File: src/rtl/axi4_lite_wr_arbiter_pkg.sv
// Shared AXI4-Lite definitions: bus widths, arbiter FSM states and response codes.
// The write arbiter and the future read arbiter both import this package.
package axi4_lite_Defs;

  localparam int ADDR_WIDTH = 32;
  localparam int DATA_WIDTH = 32;
  localparam int STRB_WIDTH = DATA_WIDTH / 8;

  typedef enum logic [1:0] {
    IDLE = 2'd0,
    ADDR = 2'd1,
    DATA = 2'd2,
    RESP = 2'd3
  } state;

  typedef enum logic [1:0] {
    RESP_OKAY   = 2'b00,
    RESP_EXOKAY = 2'b01,
    RESP_SLVERR = 2'b10,
    RESP_DECERR = 2'b11
  } resp_t;

  // Grant index width, never narrower than one bit.
  function automatic int grant_width(input int n);
    return (n > 1) ? $clog2(n) : 1;
  endfunction

endpackage

File: src/rtl/axi4_lite_wr_arbiter_rr_arb.sv
// Combinational round-robin picker: first requester after 'last', wrapping modulo N.
// Shared between the write arbiter and the future read arbiter.
module axi4_lite_rr_arb #(
  parameter int N  = 2,
  parameter int GW = 1
) (
  input  logic [N-1:0]  req,
  input  logic [GW-1:0] last,
  output logic [GW-1:0] grant,
  output logic          any_req
);

  localparam int unsigned NU = N;

  int unsigned idx;
  logic        found;

  // Offsets run 1..N so that 'last' itself is considered only after everyone else.
  always_comb begin
    grant = last;
    found = 1'b0;
    idx   = 0;
    for (int unsigned off = 1; off <= NU; off++) begin
      idx = (32'(last) + off) % NU;
      if (!found && req[idx]) begin
        grant = GW'(idx);
        found = 1'b1;
      end
    end
  end

  assign any_req = |req;

endmodule

File: src/rtl/axi4_lite_wr_arbiter.sv
// Shares one AXI4-Lite slave write port between N_MASTERS masters, serialising whole
// AW/W/B transactions with round-robin priority and one transaction in flight.
module axi4_lite_wr_arbiter
  import axi4_lite_Defs::*;
#(
  parameter int N_MASTERS  = 2,
  parameter int Addr_Width = ADDR_WIDTH,
  parameter int Data_Width = DATA_WIDTH,
  localparam int Strb_Width = Data_Width / 8
) (
  input  logic                            ACLK,
  input  logic                            ARESETN,
  input  logic [N_MASTERS*Addr_Width-1:0] m_awaddr,
  input  logic [N_MASTERS-1:0]            m_awvalid,
  output logic [N_MASTERS-1:0]            m_awready,
  input  logic [N_MASTERS*Data_Width-1:0] m_wdata,
  input  logic [N_MASTERS*Strb_Width-1:0] m_wstrb,
  input  logic [N_MASTERS-1:0]            m_wvalid,
  output logic [N_MASTERS-1:0]            m_wready,
  output logic [N_MASTERS*2-1:0]          m_bresp,
  output logic [N_MASTERS-1:0]            m_bvalid,
  input  logic [N_MASTERS-1:0]            m_bready,
  output logic [Addr_Width-1:0]           s_awaddr,
  output logic                            s_awvalid,
  input  logic                            s_awready,
  output logic [Data_Width-1:0]           s_wdata,
  output logic [Strb_Width-1:0]           s_wstrb,
  output logic                            s_wvalid,
  input  logic                            s_wready,
  input  logic [1:0]                      s_bresp,
  input  logic                            s_bvalid,
  output logic                            s_bready
);

  localparam int GW = grant_width(N_MASTERS);

  state          cur_state;
  logic [GW-1:0] grant;
  logic [GW-1:0] last;
  logic [GW-1:0] pick;
  logic          any_req;
  int unsigned   gsel;

  axi4_lite_rr_arb #(
    .N  (N_MASTERS),
    .GW (GW)
  ) u_rr_arb (
    .req     (m_awvalid),
    .last    (last),
    .grant   (pick),
    .any_req (any_req)
  );

  assign gsel = 32'(grant);

  always_ff @(posedge ACLK or negedge ARESETN) begin
    if (!ARESETN) begin
      cur_state <= IDLE;
      grant     <= '0;
      last      <= GW'(N_MASTERS - 1);
    end else begin
      case (cur_state)
        IDLE: begin
          if (any_req) begin
            grant     <= pick;
            cur_state <= ADDR;
          end
        end
        ADDR: begin
          if (s_awvalid && s_awready) cur_state <= DATA;
        end
        DATA: begin
          if (s_wvalid && s_wready) cur_state <= RESP;
        end
        RESP: begin
          if (s_bvalid && s_bready) begin
            last      <= grant;
            cur_state <= IDLE;
          end
        end
        default: cur_state <= IDLE;
      endcase
    end
  end

  // Pure combinational steering: only the active channel of the granted master is wired.
  always_comb begin
    m_awready = '0;
    m_wready  = '0;
    m_bvalid  = '0;
    m_bresp   = '0;
    s_awaddr  = '0;
    s_awvalid = 1'b0;
    s_wdata   = '0;
    s_wstrb   = '0;
    s_wvalid  = 1'b0;
    s_bready  = 1'b0;
    case (cur_state)
      ADDR: begin
        s_awaddr        = m_awaddr[gsel*Addr_Width +: Addr_Width];
        s_awvalid       = m_awvalid[gsel];
        m_awready[gsel] = s_awready;
      end
      DATA: begin
        s_wdata        = m_wdata[gsel*Data_Width +: Data_Width];
        s_wstrb        = m_wstrb[gsel*Strb_Width +: Strb_Width];
        s_wvalid       = m_wvalid[gsel];
        m_wready[gsel] = s_wready;
      end
      RESP: begin
        m_bvalid[gsel]        = s_bvalid;
        m_bresp[gsel*2 +: 2]  = s_bresp;
        s_bready              = m_bready[gsel];
      end
      default: ;
    endcase
  end

endmodule

File: config.mk
export PLATFORM = sky130hd
export DESIGN_NAME = axi4_lite_wr_arbiter
export DESIGN_NICKNAME = d
export VERILOG_FILES = /design/src/rtl/axi4_lite_wr_arbiter_pkg.sv /design/src/rtl/axi4_lite_wr_arbiter_rr_arb.sv /design/src/rtl/axi4_lite_wr_arbiter.sv
export SDC_FILE = /design/constraint.sdc
export NUM_CORES = 1
export LEC_CHECK = 0
export ABC_AREA = 1
export BUFFER_PORTS_ARGS = -buffer_cell sky130_fd_sc_hd__buf_2
export CORE_AREA = 2 2 89 91
export DETAILED_ROUTE_END_ITERATION = 8
export DIE_AREA = 0 0 91 93
export PLACE_DENSITY = 0.63
export SYNTH_ARGS = -nofsm -noshare
export SYNTH_HDL_FRONTEND = slang
export SYNTH_SLANG_ARGS = --single-unit
File: constraint.sdc
create_clock -name ACLK -period 3.6 [get_ports ACLK]
set_input_delay 0.18 -clock ACLK [delete_from_list [all_inputs] [get_ports ACLK]]
set_output_delay 0.18 -clock ACLK [all_outputs]
set_load 0.02 [all_outputs]
# --- Word-level counts from Yosys, hierarchy flattened ---
# Index checks and enable logic that the tools add are counted.
word_totals:
  register_bits: 4
  input_bits: 149
  out_inout_bits: 81
  word_cells: 67
op_classes:
  addsub: 3
  order_cmp: 4
  eq_ne: 7
  shifts: 5
  mux: 30
  n_bitwise: 4
  reduce_logical: 11
op_table:
  columns: ["op", "count"]
  rows:
  - ["$shiftx 64x7->32", 2]
  - ["$mux 32", 2]
  - ["$neg 2->34", 1]
  - ["$shift 2x34->4 const A", 1]
  - ["$shiftx 2x34->4", 1]
  - ["$mux 1", 17]
  - ["$mux 2", 7]
  - ["$mux 4", 2]
  - ["$ne 2x2->1 const B", 4]
  - ["$pmux 2 s4", 1]
  - ["$shiftx 8x4->4", 1]
  - ["$and 2x2->2", 3]
  - ["$lt 1x2->1 const B", 3]
  - ["$logic_and 1x1->1", 5]
  - ["$and 4x4->4", 1]
  - ["$eq 2x2->1 const B", 2]
  - ["$reduce_and 2->1", 2]
  - ["$reduce_and 4->1", 1]
  - ["$add 1x1->1 const B", 2]
  - ["$eq 2x1->1 const B", 1]
  - ["$logic_not 2->1", 1]
  - ["$reduce_or 2->1", 1]
  - ["$demux 1 s1", 1]
  - ["$ge 1x1->1 const B", 1]
  - ["$logic_not 1->1", 1]

# --- Longest topological paths before layout ---
logic_depth:
  ltp_word: 7
  mapped_depth: 9
  depth_no_buf: 8

# --- By module ---
# From an unflattened synthesis, not the netlist that was laid out.
unflattened:
  cells_unflattened: 297
  hier_area_um2: 1392.6
by_module_without_submodules:
  columns: ["module", "instances", "cells_per_inst", "area_each_um2", "seq_area_each_um2"]
  rows:
  - ["axi4_lite_wr_arbiter", 1, 291, 1367.6, 101.3]
  - ["axi4_lite_rr_arb", 1, 6, 25.0, 0.0]

# --- Worst setup path after synthesis ---
# OpenSTA, ideal clock, no wires.
synth_path:
  path_kind: "register to output"
  start: "register cur_state[0]"
  end: "output port m_wready[0]"
  t_arrival_ns: 1.373
  required_time_ns: 3.420
  path_slack_ns: 2.047
  path_stages_with_launch: 6
  path_buffers: 1
  cell_sequence: "dfrtp_1 -> inv_1 -> ha_1 -> inv_1 -> clkbuf_1 -> nor3_1"
synth_via:
  elab_chain_len: 2
synth_rtl:
  columns: ["item", "line_no", "source"]
  rows:
  - ["from (decl)", "axi4_lite_wr_arbiter.sv:37", "state cur_state;"]
  - ["from (signal assigned)", "axi4_lite_wr_arbiter.sv:58", "cur_state <= IDLE;"]
  - ["from (signal assigned)", "axi4_lite_wr_arbiter.sv:66", "cur_state <= ADDR;"]
  - ["from (signal assigned)", "axi4_lite_wr_arbiter.sv:70", "if (s_awvalid && s_awready) cur_state <= DATA;"]
  - ["$eq 2x2->1", "axi4_lite_wr_arbiter.sv:98", "case (cur_state)"]
  - ["$mux 2", "axi4_lite_wr_arbiter.sv:98", null]
  - ["to (decl)", "axi4_lite_wr_arbiter.sv:19", "output logic [N_MASTERS-1:0] m_wready,"]
# Every way passes these cells.

# --- Final worst setup path ---
layout_path:
  start: "register cur_state[1]"
  end: "output port m_awready[0]"
layout_via:
  elab_chain_len: 2
layout_rtl:
  columns: ["item", "line_no", "source"]
  rows:
  - ["$eq 2x1->1", "axi4_lite_wr_arbiter.sv:98", null]
  - ["$mux 2", "axi4_lite_wr_arbiter.sv:98", null]
  - ["to (decl)", "axi4_lite_wr_arbiter.sv:15", "output logic [N_MASTERS-1:0] m_awready,"]
# Every way passes these cells.

==> out/summary.txt <==
gr usage total - 0.147
Final Cycle Share - 0.679
final critical-path required period - 2.45 ns
final total power - 1.77 mW
die area - 8460 µm²
slew at the pin closest to its max-slew limit - 0.949 ns
worst-path fanout max - 36
# resized after CTS - 0
Max IR drop VDD - 0.302 mV
most frequent cells in the layout - buf_2, nand2_1, a21oi_1
slowest cell on the critical path - clkinv_1
antenna violations before repair - 0
Die X-Extent - 91 µm
H-tree Lvls - 1
Max Root-Sink Buffers - 2
Inserted Diodes - 0
fillers - 878
delay of the slowest critical-path stage - 0.72 ns
Setup TNS Final - 0 ns
ys async rst share - 1.00
minimum hold slack - 0.242 ns
crit-path cells - inv_1 > ha_1 > clkinv_1 > nor3_1 > buf_2
most common cell after layout, fill and taps aside - buf_2
status - finished, final reports clean
Critical R2R Launch - cur_state[1]
final hold violations - 0
Clock Sinks - 4
Vias - 2,652
total number of yosys warnings - 0
die span in y - 93 µm
Slew Viols, Final - 0
CTS tree - built
routability cong. - 0.720
Post-Place Setup Slack - 1.39 ns
Syn Nets - 444
vias in the first global route - 2,396
max_cap viols - 0
WP buf/inv - 3
port bufs - 229
CTS root buffer - clkbuf_8
Pwr Density - 683 nW/µm²
most used flip-flop cell after synthesis - dfrtp_1
Starting Density - 0.181
Avg Inst Size Synth - 4.68 µm²
Pint - 0.624 mW
Gate Count Post-Synth - 291
worst skew pair latency - 0.23 ns
drt initial violations - 80
IO Pins - 230
CTS clk-pin slew, worst paths - 0.04 ns
remaining antenna violation count after routing - 0
Post-synth EDFFs - 0
DR pass1 iterations - 5
Worst EP required - 3.42 ns
HP Start - s_bvalid
critical path's top delay family - buffers and inverters
Detailed Route WL - 6900 µm
Multi-input gate area - 1100 µm²
synthesized area - 1360 µm²
Rows - 32
Worst Setup SP - cur_state[1]
CTS Buf Count - 3
Synth Register Bits - 4
Area after DPL - 2540 µm²
switch share - 0.649
final setup vio count - 0
clock share of power - 0.059
DRC Markers - 0
design area - 2600 µm²
Slew headroom - 0.364
GR Overflow Total - 0
clk_skew - 0.00979 ns
dpl hpwl - 5390 µm
Setup crit end kind - output pin
layout cells sized above 1 - 0.477
FF+latch area - 103 µm²
Max Fclk - 409 MHz
first-pass GRT wire length - 10,600 µm
WL/cell - 11.4 µm
worst setup margin - 1.15 ns
Lkg Pwr - 1.66 nW
nets - 659
largest net degree at the start of global routing - 76
post-synthesis sequential area ratio - 0.0744
Gate power share - 0.888
hold crit path type - input port to flip-flop
RSZ-0062 raised after global routing - false
Vias/cell - 4.37
Netlist cell types - 20
Critical Path AT - 2.27 ns
sequential share of power - 0.053
kind of critical path - flip-flop to output pin
critical path startpoint category - flip-flop
P_sw - 1.15 mW
area grow syn2layout - 90.9%
core area - 7530 µm²
## worst reg2reg max path, cell delays in order (launching register included)
cell      delay (ns)
dfrtp_1         0.41
inv_1           0.10
ha_1            0.15
clkinv_1        0.72
a21oi_1         0.40
nor2_1          0.11
nand2_1         0.10
nand2_1         0.05
nand2_1         0.06
## cell type report
type                            count  area share
Sequential cell                     4      0.0395
Clock buffer                        4      0.0173
Inverter                           12      0.0173
Timing Repair Buffer              233       0.454
Multi-Input combinational cell    252       0.423
Tap cell                          102      0.0491
## routing by layer
layer  GRT usage  share of wire  up-vias
met5           0              0        -
met4      0.0278         0.0094        0
met3      0.0226          0.085        7
met2       0.277           0.50      136
met1       0.177           0.41     1155
li1            -              -     1354
## stage by stage
stage	util	cells
detailed placement	0.338	602
floorplan	-	291
CTS	0.345	607
finish	0.345	607
global placement	0.338	602
global route	0.345	607
## synth_stat cells, types with 2 or more instances
master,count,area share
a21oi_1,73,0.27
nand2_1,155,0.43
inv_1,10,0.028
o21ai_0,2,0.0074
dfrtp_1,3,0.055
ha_1,4,0.037
nor3_1,5,0.018
nor2_1,7,0.019
nand3_1,2,0.0074
clkbuf_1,7,0.019
buf_2,14,0.051
## sequential cells by signal (all words and copies together), names as in the netlist
signal and flops:
last 1, cur_state 2, grant 1
## kinds of logic after synthesis
kind of cell             synth area share
AO/OA/AOI/OAI                       0.290
adder cells (fa/ha/maj)            0.0368
flip-flops                         0.0745
buffers and inverters               0.118
AND/OR/NAND/NOR                     0.482
## worst paths after layout
path	slack, ns	endpoint	cells after the start
min in group asynchronous	0.29	cur_state[0]	2
max	1.15	m_awready[0]	5
min reg2reg	0.49	last	2
max reg2reg	1.43	cur_state[1]	8
min	0.24	last	3
max in group asynchronous	3.09	last	2
## power groups by stage
stage / logic, mW / clock network (mW) / registers (mW)
after floorplan: 1.12 / 0 / 0.0889
after global placement: 1.56 / 0 / 0.0905
after detailed placement: 1.58 / 0 / 0.0929
after CTS: 1.59 / 0.106 / 0.0933
after global routing: 1.75 / 0.109 / 0.0976
final: 1.58 / 0.105 / 0.0933
## timing repair
action	CTS	global route
endpoints found under the hold margin	4	0
hold buffers	1	0
setup buffers	0	0
Note: power is estimated with default switching activity, not from simulation.
